### config.mk
export PLATFORM = sky130hd
export DESIGN_NAME = common_bus_core
export DESIGN_NICKNAME = d
export VERILOG_FILES = /design/src/rtl/common_bus_pkg.sv /design/src/rtl/common_bus_alu.sv /design/src/rtl/common_bus_core.sv
export SDC_FILE = /design/constraint.sdc
export NUM_CORES = 1
export LEC_CHECK = 0
export CAP_MARGIN = 40
export CORE_MARGIN = 2
export CORE_UTILIZATION = 50
export DETAILED_ROUTE_END_ITERATION = 7
export HOLD_SLACK_MARGIN = 0.03
export PLACE_DENSITY = 0.71
export SLEW_MARGIN = 40
export SYNTH_ARGS = -nofsm -noshare
export SYNTH_HDL_FRONTEND = slang
export SYNTH_SLANG_ARGS = --single-unit
export TNS_END_PERCENT = 10
### constraint.sdc
create_clock -name clk -period 2.99 [get_ports clk]
set_input_delay 0.598 -clock clk [delete_from_list [all_inputs] [get_ports clk]]
set_output_delay 0.598 -clock clk [all_outputs]
set_load 0.01 [all_outputs]
### src/rtl/common_bus_pkg.sv
// Shared types for the common-bus core.
// Opcodes, ALU ops, controller states and bus sources.
package common_bus_pkg;

  localparam int OP_W = 4;

  typedef enum logic [OP_W-1:0] {
    OP_ADD  = 4'd0,
    OP_SUB  = 4'd1,
    OP_XOR  = 4'd2,
    OP_NAND = 4'd3,
    OP_SLL  = 4'd4,
    OP_SRL  = 4'd5,
    OP_SRA  = 4'd6,
    OP_NOR  = 4'd7,
    OP_ADDI = 4'd8,
    OP_BEQ  = 4'd9,
    OP_HALT = 4'd15
  } opcode_t;

  typedef enum logic [2:0] {
    A_PLUS_B,
    A_MINUS_B,
    A_XOR_B,
    A_NAND_B,
    A_SLL_B,
    A_SRL_B,
    A_SRA_B,
    A_NOR_B
  } alu_op_t;

  typedef enum logic [2:0] {
    FETCH,
    SRC1,
    SRC2,
    EXEC,
    PCUPD,
    HALTED
  } core_state_t;

  typedef enum logic [2:0] {
    BUS_NONE,
    BUS_RS1,
    BUS_RS2,
    BUS_IMM,
    BUS_ALU,
    BUS_PC
  } bus_sel_t;

endpackage

### src/rtl/common_bus_alu.sv
// Combinational ALU for the common-bus core.
// Shifts use the low log2(DATA_W) bits of b.
module common_bus_alu
  import common_bus_pkg::*;
#(
  parameter int DATA_W = 8
) (
  input  alu_op_t           op,
  input  logic [DATA_W-1:0] a,
  input  logic [DATA_W-1:0] b,
  output logic [DATA_W-1:0] result,
  output logic              zero
);

  localparam int SH_W = $clog2(DATA_W);

  logic [SH_W-1:0] sh;
  assign sh = b[SH_W-1:0];

  always_comb begin
    result = '0;
    case (op)
      A_PLUS_B:  result = a + b;
      A_MINUS_B: result = a - b;
      A_XOR_B:   result = a ^ b;
      A_NAND_B:  result = ~(a & b);
      A_SLL_B:   result = a << sh;
      A_SRL_B:   result = a >> sh;
      A_SRA_B:   result = DATA_W'($signed(a) >>> sh);
      A_NOR_B:   result = ~(a | b);
      default:   result = '0;
    endcase
  end

  assign zero = (result == '0);

endmodule

### src/rtl/common_bus_core.sv
// Multi-cycle CPU core built around one shared data bus.
// FETCH -> SRC1 -> SRC2 -> EXEC -> PCUPD, with a sticky HALTED state.
module common_bus_core
  import common_bus_pkg::*;
#(
  parameter int DATA_W   = 8,
  parameter int NUM_REGS = 8,
  parameter int PC_W     = 8,
  parameter int PC_STEP  = 4,
  localparam int REG_AW  = $clog2(NUM_REGS),
  localparam int INSTR_W = 4 + 3 * REG_AW
) (
  input  logic               clk,
  input  logic               rst_n,
  input  logic [INSTR_W-1:0] instr,
  input  logic               instr_valid,
  output logic               instr_ready,
  output logic [PC_W-1:0]    pc,
  output logic               halted,
  input  logic [REG_AW-1:0]  dbg_sel,
  input  logic               dbg_pc_sel,
  output logic [DATA_W-1:0]  dbg_out
);

  localparam int BUS_W = (DATA_W > PC_W) ? DATA_W : PC_W;

  core_state_t state, next_state;
  bus_sel_t    bus_sel;
  logic [BUS_W-1:0] bus;

  logic [INSTR_W-1:0] ir;
  logic [DATA_W-1:0]  a_q, b_q;
  logic [PC_W-1:0]    pc_q;
  logic               take_branch;
  logic [DATA_W-1:0]  rf [NUM_REGS];

  logic ir_en, a_en, b_en, rf_we, br_en, pc_en;

  logic [OP_W-1:0]   op;
  logic [REG_AW-1:0] rs1, rs2, rd;
  assign op  = ir[OP_W-1:0];
  assign rs2 = ir[OP_W+:REG_AW];
  assign rs1 = ir[OP_W+REG_AW+:REG_AW];
  assign rd  = ir[OP_W+2*REG_AW+:REG_AW];

  logic is_alu, is_addi, is_beq, is_halt;
  assign is_alu  = ~op[3];
  assign is_addi = (op == OP_ADDI);
  assign is_beq  = (op == OP_BEQ);
  assign is_halt = (op == OP_HALT);

  alu_op_t           alu_op;
  logic [DATA_W-1:0] alu_res;
  logic              alu_zero;

  always_comb begin
    alu_op = A_PLUS_B;
    if (is_alu)
      alu_op = alu_op_t'(op[2:0]);
    else if (is_beq)
      alu_op = A_MINUS_B;
  end

  common_bus_alu #(.DATA_W(DATA_W)) u_alu (
    .op     (alu_op),
    .a      (a_q),
    .b      (b_q),
    .result (alu_res),
    .zero   (alu_zero)
  );

  // rd doubles as a signed instruction-count offset for BEQ
  logic [PC_W-1:0] br_off, pc_next;
  assign br_off = {{(PC_W-REG_AW){rd[REG_AW-1]}}, rd}
                * PC_W'(PC_STEP);
  assign pc_next = take_branch ? pc_q + br_off
                               : pc_q + PC_W'(PC_STEP);

  always_comb begin
    next_state  = state;
    bus_sel     = BUS_NONE;
    instr_ready = 1'b0;
    ir_en       = 1'b0;
    a_en        = 1'b0;
    b_en        = 1'b0;
    rf_we       = 1'b0;
    br_en       = 1'b0;
    pc_en       = 1'b0;
    case (state)
      FETCH: begin
        instr_ready = 1'b1;
        if (instr_valid) begin
          ir_en      = 1'b1;
          next_state = SRC1;
        end
      end
      SRC1: begin
        if (is_halt) begin
          next_state = HALTED;
        end else begin
          bus_sel    = BUS_RS1;
          a_en       = 1'b1;
          next_state = SRC2;
        end
      end
      SRC2: begin
        bus_sel    = is_addi ? BUS_IMM : BUS_RS2;
        b_en       = 1'b1;
        next_state = EXEC;
      end
      EXEC: begin
        br_en      = 1'b1;
        next_state = PCUPD;
        unique case (1'b1)
          is_alu, is_addi: begin
            bus_sel = BUS_ALU;
            rf_we   = 1'b1;
          end
          is_beq:  bus_sel = BUS_ALU;
          default: bus_sel = BUS_NONE;
        endcase
      end
      PCUPD: begin
        bus_sel    = BUS_PC;
        pc_en      = 1'b1;
        next_state = FETCH;
      end
      HALTED:  next_state = HALTED;
      default: next_state = FETCH;
    endcase
  end

  always_comb begin
    bus = '0;
    case (bus_sel)
      BUS_RS1: bus = BUS_W'(rf[rs1]);
      BUS_RS2: bus = BUS_W'(rf[rs2]);
      BUS_IMM: bus = BUS_W'(rs2);
      BUS_ALU: bus = BUS_W'(alu_res);
      BUS_PC:  bus = BUS_W'(pc_next);
      default: bus = '0;
    endcase
  end

  always_ff @(posedge clk) begin
    if (!rst_n) begin
      state       <= FETCH;
      pc_q        <= '0;
      ir          <= '0;
      a_q         <= '0;
      b_q         <= '0;
      take_branch <= 1'b0;
      for (int i = 0; i < NUM_REGS; i++)
        rf[i] <= '0;
    end else begin
      state <= next_state;
      if (ir_en) ir <= instr;
      if (a_en)  a_q <= bus[DATA_W-1:0];
      if (b_en)  b_q <= bus[DATA_W-1:0];
      if (rf_we) rf[rd] <= bus[DATA_W-1:0];
      if (br_en) take_branch <= is_beq & alu_zero;
      if (pc_en) pc_q <= bus[PC_W-1:0];
    end
  end

  assign pc      = pc_q;
  assign halted  = (state == HALTED);
  assign dbg_out = dbg_pc_sel ? DATA_W'(pc_q) : rf[dbg_sel];

endmodule

==> results <==
- The clock period minus worst slack is around 3.0 ns.
- Once layout is done, the placed cells without fillers occupy 0.009076 sq mm.
- The number of port buffers is 37.
- Measured in cells, the most critical reg-to-reg path has a length of 11.
- The total number of vias is 6212.
- The hold violation count in the final report is 0.
- Walking the worst path, the cells encountered are inv_1 -> ha_1 -> mux2i_1 -> fa_1 -> a211oi_2 -> o21bai_1 -> a21oi_2 -> xnor2_2 -> a2111oi_4 -> o2111a_2 -> nor2_1.
- IR analysis of the VDD net gives a maximum drop of roughly 0.47 mV.
- The average instance in the mapped netlist occupies around 11 sq um.
- During I/O placement, the number of pins put on the boundary was 38.
- The share of the clock period used by the worst path after layout is 100.6%.
- Sorting the synthesized cells by area gives the leading types as edfxtp_1 25%, dfxtp_1 12%, mux4_2 12%, nor2_1 5.2%, ha_1 4.9%.
- Setup repair after global routing could not meet its margin everywhere.
- The clock latency reported for the late side of the worst-skew pair is ~0.36 ns.
- The classification of the worst-slack hold path is register to register.
- CTS placed an instance of clkbuf_16 at the clock tree root.
- In this run the standard cell core region covers 0.01509 sq mm.
- Summed over all layers, the global routing overflow is 0.
- The part of the total power dissipated in combinational logic is 31.5%.
- The power spent charging and discharging nets is 0.001369 W.
- The final reports fail on setup timing.
- The largest driver fanout on the critical path is 8.
- The worst setup path is launched from a register.
- After synthesis, the share of flip-flops with an asynchronous set or reset is 0%.
- Counting distinct cell types in the post-synthesis netlist gives 77.
- The total track usage is between 20% and 30%.
- The starting DRC count in detailed routing is between 600 and 700.
- The worst-path cell with the longest stage delay is fa_1.
- The share of the synthesized area in the top cell type is about 25%.
- The type of the setup path with the least slack is register to register.
- The number of iterations in the first detailed-routing pass is 5.
- The wire-length estimate of the detail-placed layout is around 16000 um.
- The aggregate routed wire length is roughly 22000 um.
- The most used flip-flop cell after synthesis is edfxtp_1.
- Tracing the worst setup path back leads to its startpoint at b_q[1].
- The power per cell area is between 400 and 500 mW/mm^2.
- Clock-pin slew was measured on the worst setup and hold paths at 0.08 ns.
- The fill cell instance count of the final layout is 1264.
- The startpoint identified for the worst hold timing path is ir[9].
- The cell area after placement is between 0.008 and 0.009 sq mm.
- At the pin with the least slew margin, the transition time is about 0.9 ns.
- In this run switching power makes up between 30% and 40% of total power.
- The layout cell share with drive strength beyond 1 is a little over a fifth.
- The number of failing setup endpoints in the final timing report is 8.
- The share of power burned in the clock network is 27.4%.
- The synthesized design spends more area on one cell type than any other, namely edfxtp_1.
- Yosys printed 0 warnings.
- The area of the die is roughly 0.016 sq mm.
- In this run, synthesis produced a sequential element count of 111.
- The max-slew violation count is 0.
- After detailed routing, the number of vias per cell comes to ~6.3.
- The number of max-capacitance violations reported is 0.
- The area growth from synthesis to layout is 18.32%.
- The cell area that synthesis handed to floorplanning was between 0.007 and 0.008 sq mm.
- The relative slew slack is 39.36%.
- The routed wirelength normalized by instance count is between 20 and 25 um.
- STA classifies the critical path endpoint as a register.
- The number of global-route vias before repair is about 6000.
- The clock buffer count from CTS is 9.
- The die is roughly 130 um wide.
- The number of levels in the clock H-tree is 3.
- The final clock skew is 0.01274 ns.
- The worst hold path passes through 2 cells.
- The internal power of the cells totals 0.002946 W.
- The share of the Yosys chip area taken by registers is about 37%.
- The synthesized net count is 778.
- The first global-routing pass estimated 34420 um of wire.
- Derived from the worst setup path, the maximum achievable clock frequency is 0.3326 GHz.
- The total leakage power is between 3 and 4 nW.
- The clock passes through at most 2 buffers.
- The number of antenna cells inserted is 0.
- The congestion estimate from routability-driven global placement came to slightly below 1.
- The worst setup margin is -0.01651 ns.
- The count of unresolved DRC violations after routing is 0.
- The run finished, with violations left.
- The total number of placement rows is 45.
- At the worst endpoint, the required time is about 3.1 ns.
- The number of flops mapped to enable cells by yosys is 64.
- The worst hold slack is between 0.4 and 0.5 ns.
- The share of total power dissipated in sequential elements is 41.1%.
- STA puts the critical path data arrival time at 3.12 ns.
- The number of nets with antenna violations after detailed routing is 0.
- For this design, the sink count on the clock tree is around 110.
- Counting every instance in the synthesized netlist gives around 730.
- The startpoint identified for the worst register-to-register timing path is b_q[1].
- In the final design database the tool counted 843 nets.
- Entering global routing, the biggest net connects 33 pins.
- The vertical extent of the die is about 130 um.
- The highest cell delay on the worst timing path is approximately 0.43 ns.
- The initial standard-cell utilization of the core is around half.
- The initial antenna violation count came to 0.
- The clock tree from TritonCTS is built.
repair_timing:
action	CTS	global route
gates resized for setup	15	21
endpoints found under the setup margin	28	42
endpoints found under the hold margin	0	0
setup buffers	1	3
pin swaps	1	12
cloned	1	0
hold buffers	0	0
cells by family after synthesis:
kind of cell,share of synthesized area [%]
XOR/XNOR,1.941
AND/OR/NAND/NOR,16.28
adder cells (fa/ha/maj),5.415
AO/OA/AOI/OAI,12.97
buffers and inverters,4.420
multiplexers,21.66
flip-flops,37.32
cell type report:
cell class                 instances  area (sq um)  share of cell area [%]
clock buffer                      10         229.0                   2.523
clock inverter                     6         63.81                  0.7031
inverter                          21         78.83                  0.8685
multi-input combinational        543          4582                   50.48
sequential                       111          2863                   31.54
tap                              188         235.2                   2.592
timing repair buffer             105          1025                   11.29
worst max-delay path, delay by kind of cell, from the launching register on:
family                     cells  cell delay, ns
and+or+nand+nor                1            0.06
muxes                          1            0.10
AOI/OAI and AO/OA              5            1.36
DFF                            1            0.36
adders and majority gates      2            0.71
xor gates and xnor gates       1            0.11
buffers and inverters          1            0.07
sequential cells by signal, indices dropped and copies added (netlist names), named ones only:
name         cells
ir              13
pc               8
a_q              8
take_branch      1
state            3
b_q              8
rf              64
power groups by stage:
| stage | logic, W | clock network, W | registers (W) |
|---|---|---|---|
| CTS | 0.00122 | 0.00120 | 0.00177 |
| finish | 0.00136 | 0.00118 | 0.00177 |
| global route | 0.00145 | 0.00126 | 0.00178 |
| global placement | 0.00117 | 0 | 0.00180 |
| floorplan | 0.000791 | 0 | 0.00174 |
| detailed placement | 0.00120 | 0 | 0.00180 |
path summary, 6_finish.rpt:
kind         slack, ns       end
max              -0.02  rf[3][6]
max reg2reg      -0.02  rf[3][6]
min reg2reg       0.48     ir[9]
min               0.48     ir[9]
cell usage in the layout (no fill, tap or decap), drive strengths merged, types with 12 or more instances in the layout:
| master | instances |
|---|---|
| buf | 67 |
| nand2 | 74 |
| mux4 | 55 |
| nor2 | 107 |
| clkdlybuf4s50 | 28 |
| inv | 23 |
| nand3 | 12 |
| xnor2 | 12 |
| dfxtp | 47 |
| a21oi | 35 |
| edfxtp | 64 |
| o21ai | 27 |
| a21boi | 24 |
| nor2b | 16 |
| mux2i | 31 |
| ha | 30 |
synthesized netlist by cell type, types with 8 or more instances:
cell / n
nor3_1: 9
o21ai_0: 26
nand2_1: 73
mux4_1: 14
mux2i_1: 31
nor2_1: 107
inv_1: 20
edfxtp_1: 64
mux4_2: 41
dfxtp_1: 47
clkbuf_1: 22
nor2b_1: 16
a21boi_0: 23
nand3_1: 12
xnor2_1: 12
buf_2: 18
a21oi_1: 32
a211oi_1: 8
ha_1: 30
layer usage:
| layer | part of all wire, % | GRT usage (%) |
|---|---|---|
| met4 | 2.4 | 7.369 |
| met5 | 0 | 0 |
| met2 | 49 | 45.86 |
| met1 | 42 | 36.61 |
| met3 | 6.5 | 4.758 |
metrics by stage:
stage | power (W) | TNS [ns] | utilization, % | cells | worst slack [ns]
after global placement | 0.002970 | -1.938 | 57.01 | 963 | -0.3068
final | 0.004314 | -0.08849 | 60.15 | 984 | -0.01651
after CTS | 0.004190 | 0 | 59.30 | 981 | 0.0009601
after floorplan | 0.002532 | 0 | - | 726 | 0.02371
after detailed placement | 0.003004 | -2.104 | 57.01 | 963 | -0.3176
after global routing | 0.004495 | -2.223 | 60.15 | 984 | -0.1167
Power figures use the tool's default switching activity.
